`src/rtl/bin2bcd_if.sv`:
```
// bin2bcd_if: start/busy/done handshake and result bus of the binary-to-BCD converter.
interface bin2bcd_if #(
    parameter int BIN_W  = 8,
    parameter int DIGITS = 3
);
    logic                             start;
    logic [BIN_W-1:0]                 bin_in;
    logic                             busy;
    logic                             done;
    logic [4*DIGITS-1:0]              bcd_out;
    logic                             neg;
    logic                             ovf;
    logic [$clog2(DIGITS+1)-1:0]      ndig;
    modport master (output start, bin_in, input busy, done, bcd_out, neg, ovf, ndig);
    modport slave  (input start, bin_in, output busy, done, bcd_out, neg, ovf, ndig);
endinterface

```
`src/rtl/bin2bcd_seq.sv`:
```
// bin2bcd_seq: sequential double-dabble binary-to-BCD converter, one bit per clock,
// with optional two's-complement input, overflow flag and significant-digit count.
module bin2bcd_seq #(
    parameter int BIN_W  = 8,
    parameter int DIGITS = 3,
    parameter int SIGNED = 0
) (
    input logic      clk,
    input logic      rst,
    bin2bcd_if.slave bus
);
    localparam int BW = 4 * DIGITS;
    localparam int CW = $clog2(BIN_W);
    localparam int NW = $clog2(DIGITS + 1);

    typedef enum logic {IDLE, CONVERT} state_t;

    state_t           state, state_n;
    logic [BIN_W-1:0] sh, mag;
    logic [BW-1:0]    acc, adj, acc_n;
    logic [CW-1:0]    cnt;
    logic [NW-1:0]    nd_n;
    logic             ovt, sgn, is_neg, ovf_n, last;

    always_comb begin
        is_neg = (SIGNED != 0) && bus.bin_in[BIN_W-1];
        mag    = is_neg ? -bus.bin_in : bus.bin_in;
        adj    = '0;
        for (int k = 0; k < DIGITS; k++)
            adj[4*k +: 4] = (acc[4*k +: 4] >= 4'd5) ? acc[4*k +: 4] + 4'd3 : acc[4*k +: 4];
        acc_n = {adj[BW-2:0], sh[BIN_W-1]};
        // A bit leaving the top digit means the magnitude no longer fits in DIGITS digits.
        ovf_n = ovt | adj[BW-1];
        nd_n  = NW'(1);
        for (int k = 0; k < DIGITS; k++)
            if (acc_n[4*k +: 4] != 4'd0) nd_n = NW'(k + 1);
        last    = cnt == CW'(BIN_W - 1);
        state_n = state;
        if (state == IDLE && bus.start) state_n = CONVERT;
        else if (state == CONVERT && last) state_n = IDLE;
    end

    always_ff @(posedge clk or posedge rst) begin
        if (rst) state <= IDLE;
        else     state <= state_n;
    end

    always_ff @(posedge clk or posedge rst) begin
        if (rst) begin
            sh          <= '0;
            acc         <= '0;
            cnt         <= '0;
            ovt         <= 1'b0;
            sgn         <= 1'b0;
            bus.busy    <= 1'b0;
            bus.done    <= 1'b0;
            bus.bcd_out <= '0;
            bus.neg     <= 1'b0;
            bus.ovf     <= 1'b0;
            bus.ndig    <= NW'(1);
        end else begin
            bus.done <= 1'b0;
            if (state == IDLE && bus.start) begin
                sh       <= mag;
                sgn      <= is_neg;
                acc      <= '0;
                ovt      <= 1'b0;
                cnt      <= '0;
                bus.busy <= 1'b1;
            end else if (state == CONVERT) begin
                acc <= acc_n;
                sh  <= {sh[BIN_W-2:0], 1'b0};
                ovt <= ovf_n;
                cnt <= cnt + 1'b1;
                if (last) begin
                    bus.bcd_out <= acc_n;
                    bus.neg     <= sgn;
                    bus.ovf     <= ovf_n;
                    bus.ndig    <= nd_n;
                    bus.done    <= 1'b1;
                    bus.busy    <= 1'b0;
                end
            end
        end
    end
endmodule

```
`src/flat_wrapper.sv`:
```
// flat-port wrapper written by rule: the top's interface ports become plain ports
module bin2bcd_seq_flat 
#(
    parameter int BIN_W  = 8,
    parameter int DIGITS = 3,
    parameter int SIGNED = 0
)
  (clk, rst, bus_start, bus_bin_in, bus_busy, bus_done, bus_bcd_out, bus_neg, bus_ovf, bus_ndig);
  bin2bcd_if #(.BIN_W(BIN_W), .DIGITS(DIGITS)) bus_i ();
  input logic clk;
  input logic rst;
  input wire logic [$bits(bus_i.start)-1:0] bus_start;
  input wire logic [$bits(bus_i.bin_in)-1:0] bus_bin_in;
  output wire logic [$bits(bus_i.busy)-1:0] bus_busy;
  output wire logic [$bits(bus_i.done)-1:0] bus_done;
  output wire logic [$bits(bus_i.bcd_out)-1:0] bus_bcd_out;
  output wire logic [$bits(bus_i.neg)-1:0] bus_neg;
  output wire logic [$bits(bus_i.ovf)-1:0] bus_ovf;
  output wire logic [$bits(bus_i.ndig)-1:0] bus_ndig;
  assign bus_i.start = bus_start;
  assign bus_i.bin_in = bus_bin_in;
  assign bus_busy = bus_i.busy;
  assign bus_done = bus_i.done;
  assign bus_bcd_out = bus_i.bcd_out;
  assign bus_neg = bus_i.neg;
  assign bus_ovf = bus_i.ovf;
  assign bus_ndig = bus_i.ndig;
  bin2bcd_seq #(.BIN_W(BIN_W), .DIGITS(DIGITS), .SIGNED(SIGNED)) u_core (.clk(clk), .rst(rst), .bus(bus_i));
endmodule
```
`config.mk`:
```
export PLATFORM = sky130hd
export DESIGN_NAME = bin2bcd_seq_flat
export DESIGN_NICKNAME = d
export VERILOG_FILES = /design/src/rtl/bin2bcd_if.sv /design/src/rtl/bin2bcd_seq.sv /design/src/flat_wrapper.sv
export SDC_FILE = /design/constraint.sdc
export NUM_CORES = 1
export LEC_CHECK = 0
export BUFFER_PORTS_ARGS = -buffer_cell sky130_fd_sc_hd__buf_2
export CORE_ASPECT_RATIO = 1.1
export CORE_UTILIZATION = 35
export CTS_BUF_LIST = sky130_fd_sc_hd__clkbuf_16
export DETAILED_ROUTE_END_ITERATION = 8
export GPL_TIMING_DRIVEN = 0
export PLACE_DENSITY = 0.59
export SETUP_SLACK_MARGIN = 0.1
export SLEW_MARGIN = 20
export SYNTH_ARGS = -nofsm -noshare
export SYNTH_HDL_FRONTEND = slang
export SYNTH_SLANG_ARGS = --single-unit
```
`constraint.sdc`:
```
create_clock -name clk -period 2.2 [get_ports clk]
set_input_delay 0.44 -clock clk [delete_from_list [all_inputs] [get_ports clk]]
set_output_delay 0.44 -clock clk [all_outputs]
set_load 0.01 [all_outputs]
```
# Word level (Yosys, flattened, before mapping)
# Cells that the tools add are included.
[word_totals] regBits=42 latchBits=0 mem_bits_rw=0 rom_bits=0 inputBits=11 out_inout_bits=18 wordCells=51 mem_count=0
[classes] addsub=4 mul=0 div=0 n_lt_le_gt_ge=3 eq_ne=1 shifts=0 n_mux=21 bitwise=3 reduce_logical=9
[op_table] cell="$mux W12" count=2
[op_table] cell="$mux W8" count=2
[op_table] cell="$add A4 B2 Y4 const B" count=3
[op_table] cell="$ge A4 B3 Y1 const B" count=3
[op_table] cell="$mux W4" count=3
[op_table] cell="$mux W1" count=10
[op_table] cell="$reduce_bool A4 Y1" count=2
[op_table] cell="$mux W3" count=2
[op_table] cell="$reduce_bool A2 Y1" count=3
[op_table] cell="$mux W2" count=2
[op_table] cell="$add A3 B1 Y3 const B" count=1
[op_table] cell="$eq A3 B3 Y1 const B" count=1
[op_table] cell="$reduce_and A3 Y1" count=1
[op_table] cell="$logic_and A1 B1 Y1" count=2
[op_table] cell="$not A1 Y1" count=2
[op_table] cell="$reduce_and A2 Y1" count=1
[op_table] cell="$or A1 B1 Y1" count=1

# Longest topological paths before layout
[logic_depth] word_depth=5 mapped_depth=8 mapped_depth_nobuf=7

# Worst setup path after synthesis
# Ideal clock, no wire load.
[synth_timing] path_kind="register to register" from="register u_core.acc[8]" to="register u_core.bus.ndig[1]" setup_time_ps=121 arrival_ps=1500 t_required_ps=2079 slack_ps=579 path_stages_with_launch=8 n_path_buf=0 period_less_slack_ps=1621 path_cell_list="dfrtp_1 > inv_1 > ha_1 > nand2b_2 > a21oi_4 > mux2i_1 > nand3_1 > o22a_1"
[synth_via] elab_chain_cells=4 elab_cells_between_ends=5 classes_between="add/sub: 1; order compare: 1; mux: 2; reduce/logical: 1"
[synth_rtl] element="start: declaration" line_no="bin2bcd_seq.sv:20" source="logic [BW-1:0] acc, adj, acc_n;"
[synth_rtl] element="start signal: assignment" line_no="bin2bcd_seq.sv:71" source="acc <= acc_n;"
[synth_rtl] element="$add A4 B2 Y4 / $ge A4 B3 Y1 (equally long branches)" line_no="bin2bcd_seq.sv:30" source="adj[4*k +: 4] = (acc[4*k +: 4] >= 4'd5) ? acc[4*k +: 4] + 4'd3 : acc[4*k +: 4];"
[synth_rtl] element="$mux W4 (*)" line_no="bin2bcd_seq.sv:30"
[synth_rtl] element="$reduce_bool A4 Y1 (*)" line_no="bin2bcd_seq.sv:36" source="if (acc_n[4*k +: 4] != 4'd0) nd_n = NW'(k + 1);"
[synth_rtl] element="$mux W2 (*)" line_no="bin2bcd_seq.sv:36"
[synth_rtl] element="end signal: assignment" line_no="bin2bcd_seq.sv:79" source="bus.ndig <= nd_n;"
[synth_rtl] element="end: declaration" line_no="bin2bcd_if.sv:15" source="modport slave (input start, bin_in, output busy, done, bcd_out, neg, ovf, ndig);"
# Every way passes the cells marked *; elsewhere a longest branch is shown, timed or not.
# A chain may end at the register's enable or synchronous reset.

# Final worst setup path
[layout_timing] from="register u_core.cnt[0]" to="register u_core.bus.bcd_out[1]"
[layout_via] elab_chain_cells=2
[layout_rtl] element="start: declaration" line_no="bin2bcd_seq.sv:21" source="logic [CW-1:0] cnt;"
[layout_rtl] element="start signal: assignment" line_no="bin2bcd_seq.sv:74" source="cnt <= cnt + 1'b1;"
[layout_rtl] element="$eq A3 B3 Y1" line_no="bin2bcd_seq.sv:37" source="last = cnt == CW'(BIN_W - 1);"
[layout_rtl] element="$reduce_and A3 Y1 (no source line)"
[layout_rtl] element="end signal: assignment" line_no="bin2bcd_seq.sv:76" source="bus.bcd_out <= acc_n;"
[layout_rtl] element="end: declaration" line_no="bin2bcd_if.sv:15"
# Every way passes these cells.

==> impl_results.md <==
- Run status: finished clean
- Synth Area in Adders: 4.957%
- HP Class: primary input to asynchronous set/reset pin
- Initial antenna violation count: 0
- Full die area: 6078 um2
- DRC viols: 0
- Drt total wl: 4354 um
- Post-synth EDFFs: 0
- Clock Sinks: 42
- Fin. max-slew vios: 0
- Tmin final: 1.846 ns
- R2R cell count: 7
- HPWL after DPL: 3037 um
- Row Count: 28
- Postcts setup bufs: 0
- Clock transition at path regs: 0.06 ns
- FF-to-FF setup slack: 0.35 ns
- Vias per Instance: 4.953
- Multi-input logic area: 882.1 um2
- Most used DFF post-synth: dfrtp_1
- Layout fillers: 580
- CTS Buffer Depth: 2
- FF+latch count, synth: 42
- Placed Cells: 310
- Die W: 74.43 um
- Post-Synth Simple-Gate Area: 16.11%
- Mux cell area share after synthesis: 6.444%
- Critical path class: register to register
- Final nets: 261
- Wire per inst: 13.69 um
- Synth cell types: 33
- Share of cells above drive strength 1: 20.16%
- Clk Latency, worst-skew pair: 0.29 ns
- Largest family of logic cells by synthesized area: simple AND/OR/NAND/NOR gates
- Mapped Cells: 208
- Avg Cell Area, Syn: 9.709 um2
- Worst R2R End: u_core.bus.bcd_out[1]$_DFFE_PP0P_
- Final hold violation count: 0
- Compound-gate portion of the synthesized area: 14.68%
- Area growth syn-to-layout: 18.90%
- # diodes: 0
- CP Max Fanout: 10
- RSZ-0062 raised after global routing: false
- Leak: 1.195 nW
- Most common cell after layout, fill and taps aside: nand2_1
- Register area: 1052 um2
- Crit share post-route: 83.92%
- Most frequent cells in the layout: nand2_1 (49), dfrtp_1 (41), buf_2 (31), o21ai_0 (22), mux2i_1 (13)
- MaxCap Viol Count: 0
- Buffers on Ports: 26
- Clk Tree Root Cell: clkbuf_16
- CTS tree: done
- TritonCTS Buffers: 5
- IO Count: 29
- Setup violators final: 0
- Number of global-route vias before repair: 1481
- Post-Synthesis Cell Area: 2019 um2
- VDD IR-drop max: 565.0 uV
- Worst slew pin tran: 0.5023 ns
- Initial DRC count: 70
- XOR/XNOR share of the synthesized area: 1.301%
- Die height: 81.67 um
- Critical R2R Launch: u_core.cnt[0]$_DFFE_PP0P_
- Placer Congestion: 0.7689
- Drt first pass iters: 4
- Post-route insts no fill: 318
- Post-Route Setup TNS: 0 ns
- Slew margin rel.: 66.51%
- Largest net degree at the start of global routing: 34
- GR Overflow Total: 0
- CTS H-Tree Depth: 2
- Ys Warns: 0
- Pwr/cell area: 1535 nW/um2
- Total Routing Usage GR: 16.50%
- PostCTS Resize Cnt: 0
- Mapped Nets: 227
- CP Data Required Time: 2.40 ns
- Global-route wire length before repair: 7314 um
- Post-CTS Hold Fix Bufs: 0
- Fmax: 541.6 MHz
- Detail Route Antenna Nets: 0
- Data arrival, critical path: 2.04 ns
- Pwr Total: 3.685 mW
- Startpoint Class: register
- Worst Clk Skew: 0.005689 ns
- Starting density of the core: 36.95%
- Core ar.: 5465 um2
- Asr flop ratio synth: 100.0%
- Critical Path End Type: register
- Sequential area share after synthesis: 52.11%
- Vias: 1575
## metal layers
layer  up-vias  share of wire [%]  GRT usage (%)
met1       755                 46          21.15
met4         0                2.4          8.868
met5         -                  0              0
met2        43                 49          26.22
li1        770                  -              -
met3         7                3.4          3.067
## cells in the mapped netlist (2+ instances only)
| master | count | share of area (%) |
|---|---|---|
| o31ai_1 | 3 | 1.1 |
| nand2b_1 | 2 | 0.62 |
| nor2_1 | 11 | 2.0 |
| o21ai_0 | 22 | 5.5 |
| nor3b_1 | 4 | 1.5 |
| buf_2 | 5 | 1.2 |
| clkbuf_1 | 4 | 0.74 |
| xnor2_1 | 3 | 1.3 |
| nand3_1 | 5 | 1.2 |
| inv_1 | 9 | 1.7 |
| a21oi_2 | 2 | 0.87 |
| a21oi_1 | 6 | 1.5 |
| nand2_1 | 49 | 9.1 |
| dfrtp_1 | 41 | 51 |
| a22o_1 | 3 | 1.3 |
| a21o_1 | 2 | 0.74 |
| and2_1 | 2 | 0.62 |
| mux2i_1 | 13 | 6.4 |
| ha_1 | 8 | 5.0 |
## worst max path at each step
stage / to / from / slack [ns] / depth (start not counted)
detailed placement: u_core.bus.bcd_out[1]$_DFFE_PP0P_ / u_core.cnt[0]$_DFFE_PP0P_ / 0.35 / 7
global route: u_core.bus.bcd_out[6]$_DFFE_PP0P_ / u_core.cnt[0]$_DFFE_PP0P_ / 0.20 / 7
finish: u_core.bus.bcd_out[1]$_DFFE_PP0P_ / u_core.cnt[0]$_DFFE_PP0P_ / 0.35 / 7
global placement: u_core.bus.bcd_out[11]$_DFFE_PP0P_ / rst / 0.15 / 2
floorplan: u_core.bus.ndig[1]$_DFFE_PP0P_ / u_core.acc[8]$_DFFE_PP0P_ / 0.58 / 7
CTS: u_core.bus.bcd_out[1]$_DFFE_PP0P_ / u_core.cnt[0]$_DFFE_PP0P_ / 0.33 / 7
## power breakdown
part	switching (mW)	internal [mW]
logic	0.948	0.674
clock network	0.298	0.411
registers	0.234	1.12
total	1.48	2.20
## worst max-delay path, stage by stage (launching register included)
cell and delay, ns:
dfrtp_1 0.40, ha_1 0.21, ha_1 0.17, nand2_1 0.11
buf_2 0.25, clkbuf_1 0.42, nand2_1 0.09, o21ai_0 0.09
## flip-flops by register name (all words and copies together) (netlist names)
register	cells
u_core.ovt	1
u_core.acc	12
u_core.sh	8
u_core.bus.ovf	1
u_core.cnt	3
u_core.bus.ndig	2
u_core.state	1
u_core.bus.bcd_out	12
u_core.bus.busy	1
u_core.bus.done	1
## metrics by stage
step                      hold WS, ns  utilization, %  setup slack [ns]  area, um2
after detailed placement       0.3751           41.41            0.3519       2263
final                         0.06692           43.93            0.3538       2401
after global routing          0.08470           43.93            0.2006       2401
after floorplan                0.4523               -            0.5792       2019
after CTS                     0.07153           43.93            0.3281       2401
after global placement         0.4547           41.05            0.1481       2243
## cell families after synthesis
family | count (synthesis)
adder cells (fa/ha/maj) | 8
flip-flops | 42
XOR/XNOR | 3
other | 1
buffers and inverters | 20
AND/OR/NAND/NOR | 76
multiplexers | 13
AO/OA/AOI/OAI | 45
## cell type report
class	count	area share, %
Inverter	10	1.563
Clock buffer	5	5.211
Timing Repair Buffer	27	6.253
Tap cell	75	3.908
Clock inverter	3	0.5211
Multi-Input combinational cell	146	36.74
Buffer	10	1.980
Sequential cell	42	43.82
No activity file was read; power rests on OpenSTA's default activity.
